[config.mk]
export PLATFORM = sky130hd
export DESIGN_NAME = input_skew_buffer
export DESIGN_NICKNAME = d
export VERILOG_FILES = /design/src/rtl/tpu_buf_pkg.sv /design/src/rtl/skew_lane_fifo.sv /design/src/rtl/input_skew_buffer.sv
export SDC_FILE = /design/constraint.sdc
export NUM_CORES = 1
export LEC_CHECK = 0
export ABC_AREA = 0
export BUFFER_PORTS_ARGS = -buffer_cell sky130_fd_sc_hd__buf_2
export CAP_MARGIN = 20
export CORE_MARGIN = 2
export CORE_UTILIZATION = 45
export DETAILED_ROUTE_END_ITERATION = 10
export GPL_TIMING_DRIVEN = 0
export PLACE_DENSITY = 0.72
export REMOVE_ABC_BUFFERS = 1
export SETUP_SLACK_MARGIN = 0.2
export SLEW_MARGIN = 20
export SYNTH_ARGS = -nofsm -noshare
export SYNTH_HDL_FRONTEND = slang
export SYNTH_HIERARCHICAL = 1
export SYNTH_SLANG_ARGS = --single-unit
[constraint.sdc]
create_clock -name clk -period 3.8 [get_ports clk]
set_input_delay 0.19 -clock clk [delete_from_list [all_inputs] [get_ports clk]]
set_output_delay 0.19 -clock clk [all_outputs]
set_load 0.02 [all_outputs]
[src/rtl/tpu_buf_pkg.sv]
// Shared definitions for the systolic-array input skew buffer.
//   DEFAULT_DATA_WIDTH : default element width for the buffer and its lane FIFOs
//   fsm_state_t        : drain controller states
package tpu_buf_pkg;

    localparam int unsigned DEFAULT_DATA_WIDTH = 16;

    typedef enum logic [1:0] {
        IDLE  = 2'd0,
        DRAIN = 2'd1,
        FLUSH = 2'd2
    } fsm_state_t;

endpackage

[src/rtl/skew_lane_fifo.sv]
// Single-lane circular FIFO used by input_skew_buffer.
// Ports:
//   clk, rst               clock, asynchronous active-low reset
//   wr_en_i, wr_data_i     write strobe / data (ignored when full)
//   rd_en_i                read strobe, advances the read pointer
//   rd_last_i              marks the final read of a drain
//   replay_i               1 = reads leave the count untouched and the read
//                          pointer returns to the snapshot on the last read
//   snap_en_i              capture the current read pointer
//   rd_data_o              entry at the read pointer (combinational)
//   count_o, full_o, empty_o  occupancy
module skew_lane_fifo
    import tpu_buf_pkg::*;
#(
    parameter  int DATA_WIDTH = DEFAULT_DATA_WIDTH,
    parameter  int DEPTH      = 8,
    localparam int PTR_W      = $clog2(DEPTH),
    localparam int CNT_W      = $clog2(DEPTH) + 1
) (
    input  logic                  clk,
    input  logic                  rst,
    input  logic                  wr_en_i,
    input  logic [DATA_WIDTH-1:0] wr_data_i,
    input  logic                  rd_en_i,
    input  logic                  rd_last_i,
    input  logic                  replay_i,
    input  logic                  snap_en_i,
    output logic [DATA_WIDTH-1:0] rd_data_o,
    output logic [CNT_W-1:0]      count_o,
    output logic                  full_o,
    output logic                  empty_o
);

    logic [DATA_WIDTH-1:0] mem_q [DEPTH];
    logic [PTR_W-1:0]      wr_ptr_q, wr_ptr_d;
    logic [PTR_W-1:0]      rd_ptr_q, rd_ptr_d;
    logic [PTR_W-1:0]      snap_q, snap_d;
    logic [CNT_W-1:0]      count_q, count_d;
    logic                  wr_ok;
    logic                  dec;

    assign wr_ok = wr_en_i && !full_o;
    assign dec   = rd_en_i && !replay_i;

    always_comb begin
        wr_ptr_d = wr_ptr_q;
        rd_ptr_d = rd_ptr_q;
        snap_d   = snap_q;
        count_d  = count_q;
        if (wr_ok) wr_ptr_d = wr_ptr_q + PTR_W'(1);
        // Replay rewinds to where the drain began once the last row is out.
        if (rd_en_i) rd_ptr_d = (replay_i && rd_last_i) ? snap_q : rd_ptr_q + PTR_W'(1);
        if (snap_en_i) snap_d = rd_ptr_q;
        if (wr_ok && !dec)      count_d = count_q + CNT_W'(1);
        else if (!wr_ok && dec) count_d = count_q - CNT_W'(1);
    end

    always_ff @(posedge clk or negedge rst) begin
        if (!rst) begin
            wr_ptr_q <= '0;
            rd_ptr_q <= '0;
            snap_q   <= '0;
            count_q  <= '0;
        end else begin
            wr_ptr_q <= wr_ptr_d;
            rd_ptr_q <= rd_ptr_d;
            snap_q   <= snap_d;
            count_q  <= count_d;
        end
    end

    always_ff @(posedge clk) begin
        if (wr_ok) mem_q[wr_ptr_q] <= wr_data_i;
    end

    assign rd_data_o = mem_q[rd_ptr_q];
    assign count_o   = count_q;
    assign full_o    = (count_q == CNT_W'(DEPTH));
    assign empty_o   = (count_q == '0);

endmodule

[src/rtl/input_skew_buffer.sv]
// Multi-lane input staging buffer feeding the left edge of the systolic array.
// Each lane is a skew_lane_fifo; a drain emits N rows with lane i lagging lane 0
// by i cycles. Replay keeps the data for reuse across weight tiles.
// Ports:
//   clk, rst                                 clock, asynchronous active-low reset
//   wr_valid_in/wr_lane_in/wr_data_in        host write, wr_ready_out back-pressure
//   nn_valid_in/nn_lane_in/nn_data_in        NN write-back, wins over the host
//   drain_start_in/drain_count_in/replay_in  drain command (sampled in IDLE)
//   data_out/valid_out                       registered skewed rows, lane i at [i*DATA_WIDTH +: DATA_WIDTH]
//   busy_out/done_out/err_out                status; err_out is sticky
//   lane_full_out/lane_empty_out             per-lane occupancy flags
//
// state | meaning
// IDLE  | accepting drain commands
// DRAIN | issuing one lane-0 read strobe per cycle, N cycles
// FLUSH | NUM_LANES-1 cycles letting the skew register empty
module input_skew_buffer
    import tpu_buf_pkg::*;
#(
    parameter  int DATA_WIDTH = DEFAULT_DATA_WIDTH,
    parameter  int NUM_LANES  = 4,
    parameter  int DEPTH      = 8,
    localparam int LANE_W     = $clog2(NUM_LANES),
    localparam int CNT_W      = $clog2(DEPTH) + 1
) (
    input  logic                            clk,
    input  logic                            rst,
    input  logic                            wr_valid_in,
    input  logic [LANE_W-1:0]               wr_lane_in,
    input  logic signed [DATA_WIDTH-1:0]    wr_data_in,
    output logic                            wr_ready_out,
    input  logic                            nn_valid_in,
    input  logic [LANE_W-1:0]               nn_lane_in,
    input  logic signed [DATA_WIDTH-1:0]    nn_data_in,
    input  logic                            drain_start_in,
    input  logic [CNT_W-1:0]                drain_count_in,
    input  logic                            replay_in,
    output logic [NUM_LANES*DATA_WIDTH-1:0] data_out,
    output logic [NUM_LANES-1:0]            valid_out,
    output logic                            busy_out,
    output logic                            done_out,
    output logic [NUM_LANES-1:0]            lane_full_out,
    output logic [NUM_LANES-1:0]            lane_empty_out,
    output logic                            err_out
);

    fsm_state_t                      state_q, state_d;
    logic [CNT_W-1:0]                rem_q, rem_d;
    logic [LANE_W-1:0]               flush_q, flush_d;
    logic                            replay_q, replay_d;
    logic [NUM_LANES-2:0]            skew_stb_q, skew_last_q;
    logic [NUM_LANES-1:0]            rd_stb, rd_last;
    logic [NUM_LANES*DATA_WIDTH-1:0] data_q, data_d;
    logic [NUM_LANES-1:0]            valid_q;
    logic                            done_q, done_d;
    logic                            err_q, err_d;
    logic [NUM_LANES-1:0]            wr_en, full, empty;
    logic [CNT_W-1:0]                lane_cnt [NUM_LANES];
    logic [DATA_WIDTH-1:0]           lane_rd  [NUM_LANES];
    logic signed [DATA_WIDTH-1:0]    wr_data;
    logic                            snap_en, drain_ok, wr_err;

    // Lane 0 reads straight from the FSM; lane i reads from skew stage i-1.
    assign rd_stb  = {skew_stb_q,  state_q == DRAIN};
    assign rd_last = {skew_last_q, (state_q == DRAIN) && (rem_q == CNT_W'(1))};

    assign wr_ready_out = !nn_valid_in && !full[wr_lane_in];
    assign wr_data      = nn_valid_in ? nn_data_in : wr_data_in;

    always_comb begin
        wr_en  = '0;
        wr_err = 1'b0;
        if (nn_valid_in) begin
            if (full[nn_lane_in]) wr_err = 1'b1;
            else                  wr_en[nn_lane_in] = 1'b1;
        end else if (wr_valid_in) begin
            if (full[wr_lane_in]) wr_err = 1'b1;
            else                  wr_en[wr_lane_in] = 1'b1;
        end
    end

    always_comb begin
        drain_ok = 1'b1;
        for (int i = 0; i < NUM_LANES; i++) begin
            if (drain_count_in > lane_cnt[i]) drain_ok = 1'b0;
        end
    end

    always_comb begin
        state_d  = state_q;
        rem_d    = rem_q;
        flush_d  = flush_q;
        replay_d = replay_q;
        snap_en  = 1'b0;
        done_d   = 1'b0;
        err_d    = err_q | wr_err;
        unique case (state_q)
            IDLE: begin
                if (drain_start_in) begin
                    if (drain_count_in == '0) begin
                        done_d = 1'b1;
                    end else if (!drain_ok) begin
                        err_d  = 1'b1;
                        done_d = 1'b1;
                    end else begin
                        state_d  = DRAIN;
                        rem_d    = drain_count_in;
                        replay_d = replay_in;
                        snap_en  = 1'b1;
                    end
                end
            end
            DRAIN: begin
                rem_d = rem_q - CNT_W'(1);
                if (rem_q == CNT_W'(1)) begin
                    state_d = FLUSH;
                    flush_d = LANE_W'(NUM_LANES - 1);
                end
            end
            FLUSH: begin
                flush_d = flush_q - LANE_W'(1);
                if (flush_q == LANE_W'(1)) begin
                    state_d = IDLE;
                    done_d  = 1'b1;
                end
            end
            default: state_d = IDLE;
        endcase
    end

    always_comb begin
        data_d = '0;
        for (int i = 0; i < NUM_LANES; i++) begin
            if (rd_stb[i]) data_d[i*DATA_WIDTH +: DATA_WIDTH] = lane_rd[i];
        end
    end

    always_ff @(posedge clk or negedge rst) begin
        if (!rst) begin
            state_q     <= IDLE;
            rem_q       <= '0;
            flush_q     <= '0;
            replay_q    <= 1'b0;
            skew_stb_q  <= '0;
            skew_last_q <= '0;
            data_q      <= '0;
            valid_q     <= '0;
            done_q      <= 1'b0;
            err_q       <= 1'b0;
        end else begin
            state_q     <= state_d;
            rem_q       <= rem_d;
            flush_q     <= flush_d;
            replay_q    <= replay_d;
            // Low strobes shifted up one stage is the skew shift itself.
            skew_stb_q  <= rd_stb[NUM_LANES-2:0];
            skew_last_q <= rd_last[NUM_LANES-2:0];
            data_q      <= data_d;
            valid_q     <= rd_stb;
            done_q      <= done_d;
            err_q       <= err_d;
        end
    end

    for (genvar g = 0; g < NUM_LANES; g++) begin : g_lane
        skew_lane_fifo #(
            .DATA_WIDTH (DATA_WIDTH),
            .DEPTH      (DEPTH)
        ) u_fifo (
            .clk       (clk),
            .rst       (rst),
            .wr_en_i   (wr_en[g]),
            .wr_data_i (wr_data),
            .rd_en_i   (rd_stb[g]),
            .rd_last_i (rd_last[g]),
            .replay_i  (replay_q),
            .snap_en_i (snap_en),
            .rd_data_o (lane_rd[g]),
            .count_o   (lane_cnt[g]),
            .full_o    (full[g]),
            .empty_o   (empty[g])
        );
    end

    assign data_out       = data_q;
    assign valid_out      = valid_q;
    assign busy_out       = (state_q != IDLE);
    assign done_out       = done_q;
    assign err_out        = err_q;
    assign lane_full_out  = full;
    assign lane_empty_out = empty;

endmodule

# Word level (Yosys, flattened, before mapping)
# Memories as Yosys holds them, arrays and structs flattened.
# Cells that the tools add are included.
# W data, S select, Z words.
[word_totals]
mem_bits_rw = 512
output_inout_bits = 80
reg_bits = 137
mem_count = 4
[classes]
add_sub_neg = 18
n_lt_le_gt_ge = 8
bitwise = 2
n_reduce_logical = 56
muxes = 70
eq_ne = 13
[memory_table]
columns = ["name", "depth", "word_bits", "read_ports", "rd_ports_with_merged_regs", "wr", "line", "source"]
rows = [
  ["g_lane[0].u_fifo.mem_q", 8, 16, 1, 0, 1, "skew_lane_fifo.sv:34", "logic [DATA_WIDTH-1:0] mem_q [DEPTH];"],
  ["g_lane[1].u_fifo.mem_q", 8, 16, 1, 0, 1, "skew_lane_fifo.sv:34", ""],
  ["g_lane[2].u_fifo.mem_q", 8, 16, 1, 0, 1, "skew_lane_fifo.sv:34", ""],
  ["g_lane[3].u_fifo.mem_q", 8, 16, 1, 0, 1, "skew_lane_fifo.sv:34", ""],
]
[op_table]
columns = ["operator", "n"]
rows = [
  ["$mux W16", 5],
  ["$mux W4", 15],
  ["$mux W1", 32],
  ["$add A3 B1 Y3 const B", 8],
  ["$logic_and A1 B1 Y1", 24],
  ["$logic_not A4 Y1", 5],
  ["$sub A4 B1 Y4 const B", 5],
  ["$add A4 B1 Y4 const B", 4],
  ["$eq A4 B4 Y1 const B", 4],
  ["$gt A4 B4 Y1", 4],
  ["$logic_not A1 Y1", 15],
  ["$reduce_bool A2 Y1", 7],
  ["$mux W2", 6],
  ["$mux W3", 4],
  ["$ne A2 B2 Y1 const B", 5],
  ["$pmux W4 S2", 1],
  ["$reduce_and A4 Y1", 2],
  ["$lt A2 B3 Y1 const B", 2],
  ["$pmux W2 S3", 1],
  ["$reduce_and A5 Y1", 1],
  ["$bmux W1 S2", 2],
  ["$demux W1 S2", 2],
  ["$eq A2 B1 Y1 const B", 2],
  ["$eq A4 B1 Y1 const B", 1],
  ["other kinds (9)", 10],
]

# Depth between registers and ports, before layout
[logic_depth]
ltp_word = 12
ltp_mapped = 15
mapped_depth_nobuf = 15

# By module
# Netlist, hierarchy kept.
[modules_own_cells]
columns = ["module", "cells_each", "area_each_um2", "instances", "seq_area_each_um2"]
rows = [
  ["skew_lane_fifo (g_lane[1].u_fifo ...)", 265, 5706.7, 2, 4169.0],
  ["skew_lane_fifo (g_lane[0].u_fifo)", 265, 5708.0, 1, 4169.0],
  ["skew_lane_fifo (g_lane[3].u_fifo)", 264, 5703.0, 1, 4169.0],
  ["input_skew_buffer", 299, 3563.4, 1, 2052.0],
]

# Worst setup path before layout
# OpenSTA, ideal clock, no wires.
[synth_path]
path_kind = "register to register"
from = "register g_lane[3].u_fifo.count_q[0]"
to = "memory g_lane[3].u_fifo/mem_q[1][0] (netlist bit) (enable)"
required_ns = 3.391
path_stages_with_launch = 9
slack_ns = -0.015
arrival_ns = 3.406
setup_time_ns = 0.409
cell_sequence = "dfrtp_1 or4b_4 inv_1 mux4_2 nor2_1 nand3_1 o21ai_0 nand3_1 nor3_1"
[synth_between]
elab_chain_cells = 9
word_cells_on_any_way = 13
classes_between = "eq/ne: 1; mux: 10; reduce/logical: 2"
[synth_lines]
columns = ["item", "line", "source"]
rows = [
  ["start, declared", "skew_lane_fifo.sv:38", "logic [CNT_W-1:0] count_q, count_d;"],
  ["start signal, assigned", "skew_lane_fifo.sv:68", "count_q <= count_d;"],
  ["$eq A4 B4 Y1 *", "skew_lane_fifo.sv:78", "assign full_o = (count_q == CNT_W'(DEPTH));"],
  ["named net lane_full_out[3]", "input_skew_buffer.sv:42", "output logic [NUM_LANES-1:0] lane_full_out,"],
  ["$bmux W1 S2", "input_skew_buffer.sv:77", "if (full[wr_lane_in]) wr_err = 1'b1;"],
  ["$mux W1 (not written as such)", "input_skew_buffer.sv:77", ""],
  ["$mux W4", "input_skew_buffer.sv:77", ""],
  ["$mux W4", "input_skew_buffer.sv:76", "end else if (wr_valid_in) begin"],
  ["$mux W4 *", "input_skew_buffer.sv:73", "if (nn_valid_in) begin"],
  ["named net wr_en[3]", "input_skew_buffer.sv:57", "logic [NUM_LANES-1:0] wr_en, full, empty;"],
  ["$logic_and A1 B1 Y1 *", "skew_lane_fifo.sv:42", "assign wr_ok = wr_en_i && !full_o;"],
  ["$mux W1 *", "skew_lane_fifo.sv:73", "if (wr_ok) mem_q[wr_ptr_q] <= wr_data_i;"],
  ["$mux W1 (not written as such) *", "skew_lane_fifo.sv:73", ""],
  ["end, declared", "skew_lane_fifo.sv:34", ""],
]
# The timed path passes the listed nets; every way through them passes the cells marked *. The select of a mux whose other input is x is not followed.

# Worst setup path in the final report
[layout_path]
from = "register g_lane[3].u_fifo.count_q[1]"
to = "register g_lane[2].u_fifo.count_q[3]"
[layout_between]
elab_chain_cells = 10
word_cells_on_any_way = 15
classes_between = "eq/ne: 1; mux: 9; reduce/logical: 5"
[layout_lines]
columns = ["item", "line", "source"]
rows = [
  ["$eq A4 B4 Y1 *", "skew_lane_fifo.sv:78", ""],
  ["$bmux W1 S2", "input_skew_buffer.sv:77", ""],
  ["$mux W1 (not written as such)", "input_skew_buffer.sv:77", ""],
  ["$mux W4", "input_skew_buffer.sv:77", ""],
  ["$mux W4", "input_skew_buffer.sv:76", ""],
  ["$mux W4 *", "input_skew_buffer.sv:73", ""],
  ["named net wr_en[2]", "input_skew_buffer.sv:57", ""],
  ["$logic_and A1 B1 Y1 *", "skew_lane_fifo.sv:42", ""],
  ["named net g_lane[2].u_fifo.wr_ok", "skew_lane_fifo.sv:39", "logic wr_ok;"],
  ["$logic_not A1 Y1", "skew_lane_fifo.sv:55", "else if (!wr_ok && dec) count_d = count_q - CNT_W'(1);"],
  ["$logic_and A1 B1 Y1", "skew_lane_fifo.sv:55", ""],
  ["$reduce_bool A2 Y1 (no source line)", "n/a", ""],
  ["end signal, assigned", "skew_lane_fifo.sv:68", ""],
  ["end, declared", "skew_lane_fifo.sv:38", ""],
]
# Marks and branches as above.
# A chain may end at the register's enable or synchronous reset.

==> impl_results.rst <==
.. list-table::
   :header-rows: 1

   * - Metric
     - Value
   * - Avg WL per Cell
     - 22.7 microns
   * - Setup crit start
     - g_lane[3].u_fifo/count_o[1]
   * - Fraction of final layout cells sized beyond drive strength 1
     - 30.4%
   * - Cell types with the largest area share after synthesis
     - edfxtp_1 58%, dfrtp_1 13%, mux4_1 12%
   * - Simple logic cell fraction of the synthesized area
     - 4.89%
   * - Max-cap violations
     - 0
   * - Dominant combinational cell family by area after synthesis
     - multiplexers
   * - Multiplexer fraction of the synthesized cell area
     - 17.5%
   * - Final number of max-transition violations
     - 0
   * - Launching element type of the critical path
     - flip-flop
   * - Signed area change from the synthesized netlist to the final layout
     - 16.9%
   * - Router iterations before antenna repair
     - 5
   * - Max Buffers Root-to-Sink
     - 3
   * - Count of final hold-check violations
     - 0
   * - CTS Buf Count
     - 60
   * - Starting density of the core
     - 45.6%
   * - Max frequency
     - 287 MHz
   * - Arrival time of data at the critical path endpoint
     - around 4.0 ns
   * - Top-area cell type share of the netlist area
     - between 50% and 60%
   * - Worst reg-to-reg path cell count
     - 15
   * - Total via count after detailed routing
     - 13,300
   * - Placed wire-length estimate after detailed placement
     - about 33 mm
   * - Worst slew slack as a fraction of its limit
     - approximately a third
   * - Setup CP Type
     - reg -> reg
   * - Residual DRC count
     - 0
   * - Post-synthesis instance area
     - 26,400 sq um
   * - Fillers
     - 4,442
   * - Number of primary I/O pins
     - 126
   * - Total congestion overflow after global routing
     - 0
   * - LEAKAGE
     - approximately 11 nW
   * - Final setup skew
     - 0.0139 ns
   * - Clock latency on the worst-skew pair
     - 0.62 ns
   * - Gp weighted congestion
     - a little under 0.8
   * - Footprint of the multi-input gates
     - 7360 sq um
   * - Synth warnings
     - 6
   * - Post-layout net count
     - between 1,500 and 2,000
   * - Power, Total
     - approximately 22 mW
   * - Num rows
     - approximately 90
   * - Final setup violating endpoints
     - 0
   * - CP Data Required Time
     - 4.29 ns
   * - Total power per unit cell area
     - 724 nW/um^2
   * - Clock root buffer
     - clkbuf_16
   * - Largest fanout on the critical path
     - 6
   * - Worst-case register-to-register setup slack
     - 0.31 ns
   * - Clock tree from TritonCTS
     - yes
   * - Pin count of the biggest net entering global routing
     - 70
   * - Hold Crit Endpoint
     - g_lane[1].u_fifo/wr_ptr_q[0]
   * - Die boundary height
     - 246 microns
   * - Result of the run
     - finished, final reports clean
   * - Die outline area
     - slightly above 60,000 sq um
   * - First-pass GRT wire length
     - 81.9 mm
   * - Post-synth top cells
     - 512 x edfxtp_1, 134 x dfrtp_1, 117 x mux4_1
   * - Total wirelength of the detailed-routed design
     - 53.9 mm
   * - Distinct cell type count of the synthesized netlist
     - 54
   * - Count of mapped cells out of synthesis
     - between 1,000 and 1,500
   * - Number of enable flip-flop cells after synthesis
     - 512
   * - Transition time at the pin with the least slew margin
     - 1.02 ns
   * - Post-synthesis sequential element count
     - 646
   * - Min-delay src
     - wr_lane_in[1]
   * - Clock Pin Slew Worst Setup and Hold Paths
     - approximately 0.07 ns
   * - Library cell occupying the most area in the post-synthesis netlist
     - edfxtp_1
   * - Post-route antenna net violation count
     - 0
   * - Inserted Diodes
     - 0
   * - Worst reg2reg startpoint
     - g_lane[3].u_fifo/count_o[1]
   * - Register Area
     - 18,800 sq um
   * - Iteration-0 DRC count of the detailed router
     - 958
   * - Terminus of the critical flop-to-flop path
     - g_lane[2].u_fifo/count_o[3]
   * - Final period utilization
     - just over 90%
   * - Area share of xor/xnor cells in the synthesized design
     - 0.531%
   * - Number of global-route vias before repair
     - 13,600
   * - Most repeated cell in the gate-level netlist after synthesis
     - edfxtp_1
   * - Via-to-Cell Ratio
     - 5.57
   * - Period minus WS final
     - 3.49 ns
   * - Fraction of the mapped netlist area in adder cells
     - 2.15%
   * - Maximum level of the CTS H-tree
     - 2
   * - Sequential cell area fraction in the yosys report
     - 71.0%
   * - Core box area
     - 57,800 sq um
   * - Number of antenna violations at the first check in global routing
     - 5
   * - Summed negative setup slack over all endpoints
     - 0 ns
   * - Most used flip-flop cell after synthesis
     - edfxtp_1
   * - GRT Util Overall
     - 18.0%
   * - TritonCTS Sinks
     - 646
   * - Unrepaired setup endpoints after global routing
     - no
   * - IR drop worst, VDD
     - 0.000471 V
   * - Complex-gate fraction of the synthesized area
     - 2.09%
   * - Hold Path Class
     - in -> reg
   * - Die W
     - roughly 250 microns
   * - Avg Synthesized Cell Area
     - 19.4 sq um
   * - Number of stages on the worst hold path
     - 4
   * - Async set or reset register ratio after synthesis
     - 20.7%
   * - Critical path endpoint category
     - flip-flop
   * - PortBufs
     - 125
[power breakdown]
| part | switching, mW | internal [mW] | total [mW] |
|---|---|---|---|
| sequential | 1.24 | 8.64 | 9.88 |
| clock | 2.61 | 3.92 | 6.52 |
| combinational | 2.74 | 3.17 | 5.91 |
[how the worst max path moves through the flow]
stage                                              end  slack, ns  cells past startpoint
after detailed placement   g_lane[3].u_fifo/count_o[3]      -0.51                     14
final                      g_lane[2].u_fifo/count_o[3]       0.31                     15
after CTS                  g_lane[3].u_fifo/count_o[3]       0.16                     14
after floorplan           g_lane[3].u_fifo/mem_q[1][0]      -0.02                      8
after global routing       g_lane[2].u_fifo/count_o[3]       0.18                     15
after global placement    g_lane[3].u_fifo/mem_q[1][0]      -1.44                      8
[kinds of logic after synthesis]
group | after synthesis
XOR/XNOR | 16
adder cells (fa/ha/maj) | 43
AND/OR/NAND/NOR | 231
multiplexers | 243
buffers and inverters | 93
flip-flops | 646
AO/OA/AOI/OAI | 86
[worst max-delay path, cell delays in order, from the launching register on]
cell and delay [ns]:
dfrtp_2 0.43, or4b_4 0.58, inv_4 0.10, mux4_2 0.28
nor2_4 0.05, nand2_1 0.11, nor2_2 0.05, a22o_1 0.23
nand2_2 0.10, inv_1 0.05, ha_2 0.21, inv_2 0.10
ha_2 0.31, or4_1 0.53, o211ai_1 0.11, o211ai_1 0.11
[metrics by stage]
step / utilization, % / worst slack [ns] / std cells / area (sq um) / hold slack [ns]
after global placement: 47.8 / -1.44 / 2193 / 27600 / 0.409
after detailed placement: 49.0 / -0.514 / 2238 / 28300 / 0.206
after global routing: 53.3 / 0.181 / 2378 / 30800 / 0.0137
after floorplan: - / -0.0151 / 1303 / 26000 / -0.106
final: 53.3 / 0.313 / 2378 / 30800 / 0.0224
after CTS: 53.0 / 0.158 / 2359 / 30600 / 0.0325
[flip-flops by register name, indices dropped and copies added, names as in the netlist]
register / cells
flush_q: 2
g_lane.u_fifo/mem_q: 512
g_lane.u_fifo/snap_q: 12
g_lane.u_fifo/rd_ptr_q: 12
rem_q: 4
g_lane.u_fifo/wr_ptr_q: 12
g_lane.u_fifo/count_o: 16
err_out: 1
done_out: 1
data_out: 64
skew_last_q: 3
valid_out: 4
state_q: 2
replay_q: 1
[repair_timing]
action                                  4_1_cts  5_1_grt
endpoints found under the setup margin      121        9
pin swaps                                     6        8
hold buffers                                  5        0
buffers inserted                              4       19
hold endpoints to repair                     72        0
gates resized for setup                      19       22
[placed cells by master (no fill, tap or decap), drive strengths merged, types with 3 or more instances in the layout]
cell type	instances
inv	39
or3	5
edfxtp	512
nand3b	9
a211oi	3
nor2	39
clkinv	17
xnor2	16
dlygate4sd3	5
o21ai	22
nor3	15
o211ai	11
mux2i	12
clkinvlp	7
or4	4
bufinv	13
buf	193
dfrtp	134
nor2b	3
nand2	36
ha	39
mux2	101
and2	64
nand2b	14
nor4	5
a21oi	27
o22ai	5
a2111o	4
clkbuf	74
nand3	18
and3	6
or4b	4
fa	4
mux4	130
a21o	3
[layer usage]
metal | vias to the layer above | global-route usage [%] | wire length [microns]
li1 | 5899 | - | -
met1 | 6927 | 23.7 | 22800
met2 | 339 | 31.1 | 27300
met3 | 91 | 2.88 | 2540
met4 | 0 | 4.81 | 1280
met5 | - | 0 | 0
[final cells by class]
cell class / count / share of cell area, %
Sequential cell: 646 / 60.8
Multi-Input combinational cell: 619 / 23.9
Clock buffer: 74 / 5.24
Timing Repair Buffer: 198 / 4.69
Tap cell: 765 / 3.10
Clock inverter: 38 / 1.81
Inverter: 38 / 0.479
No activity file was read; power rests on OpenSTA's default activity.
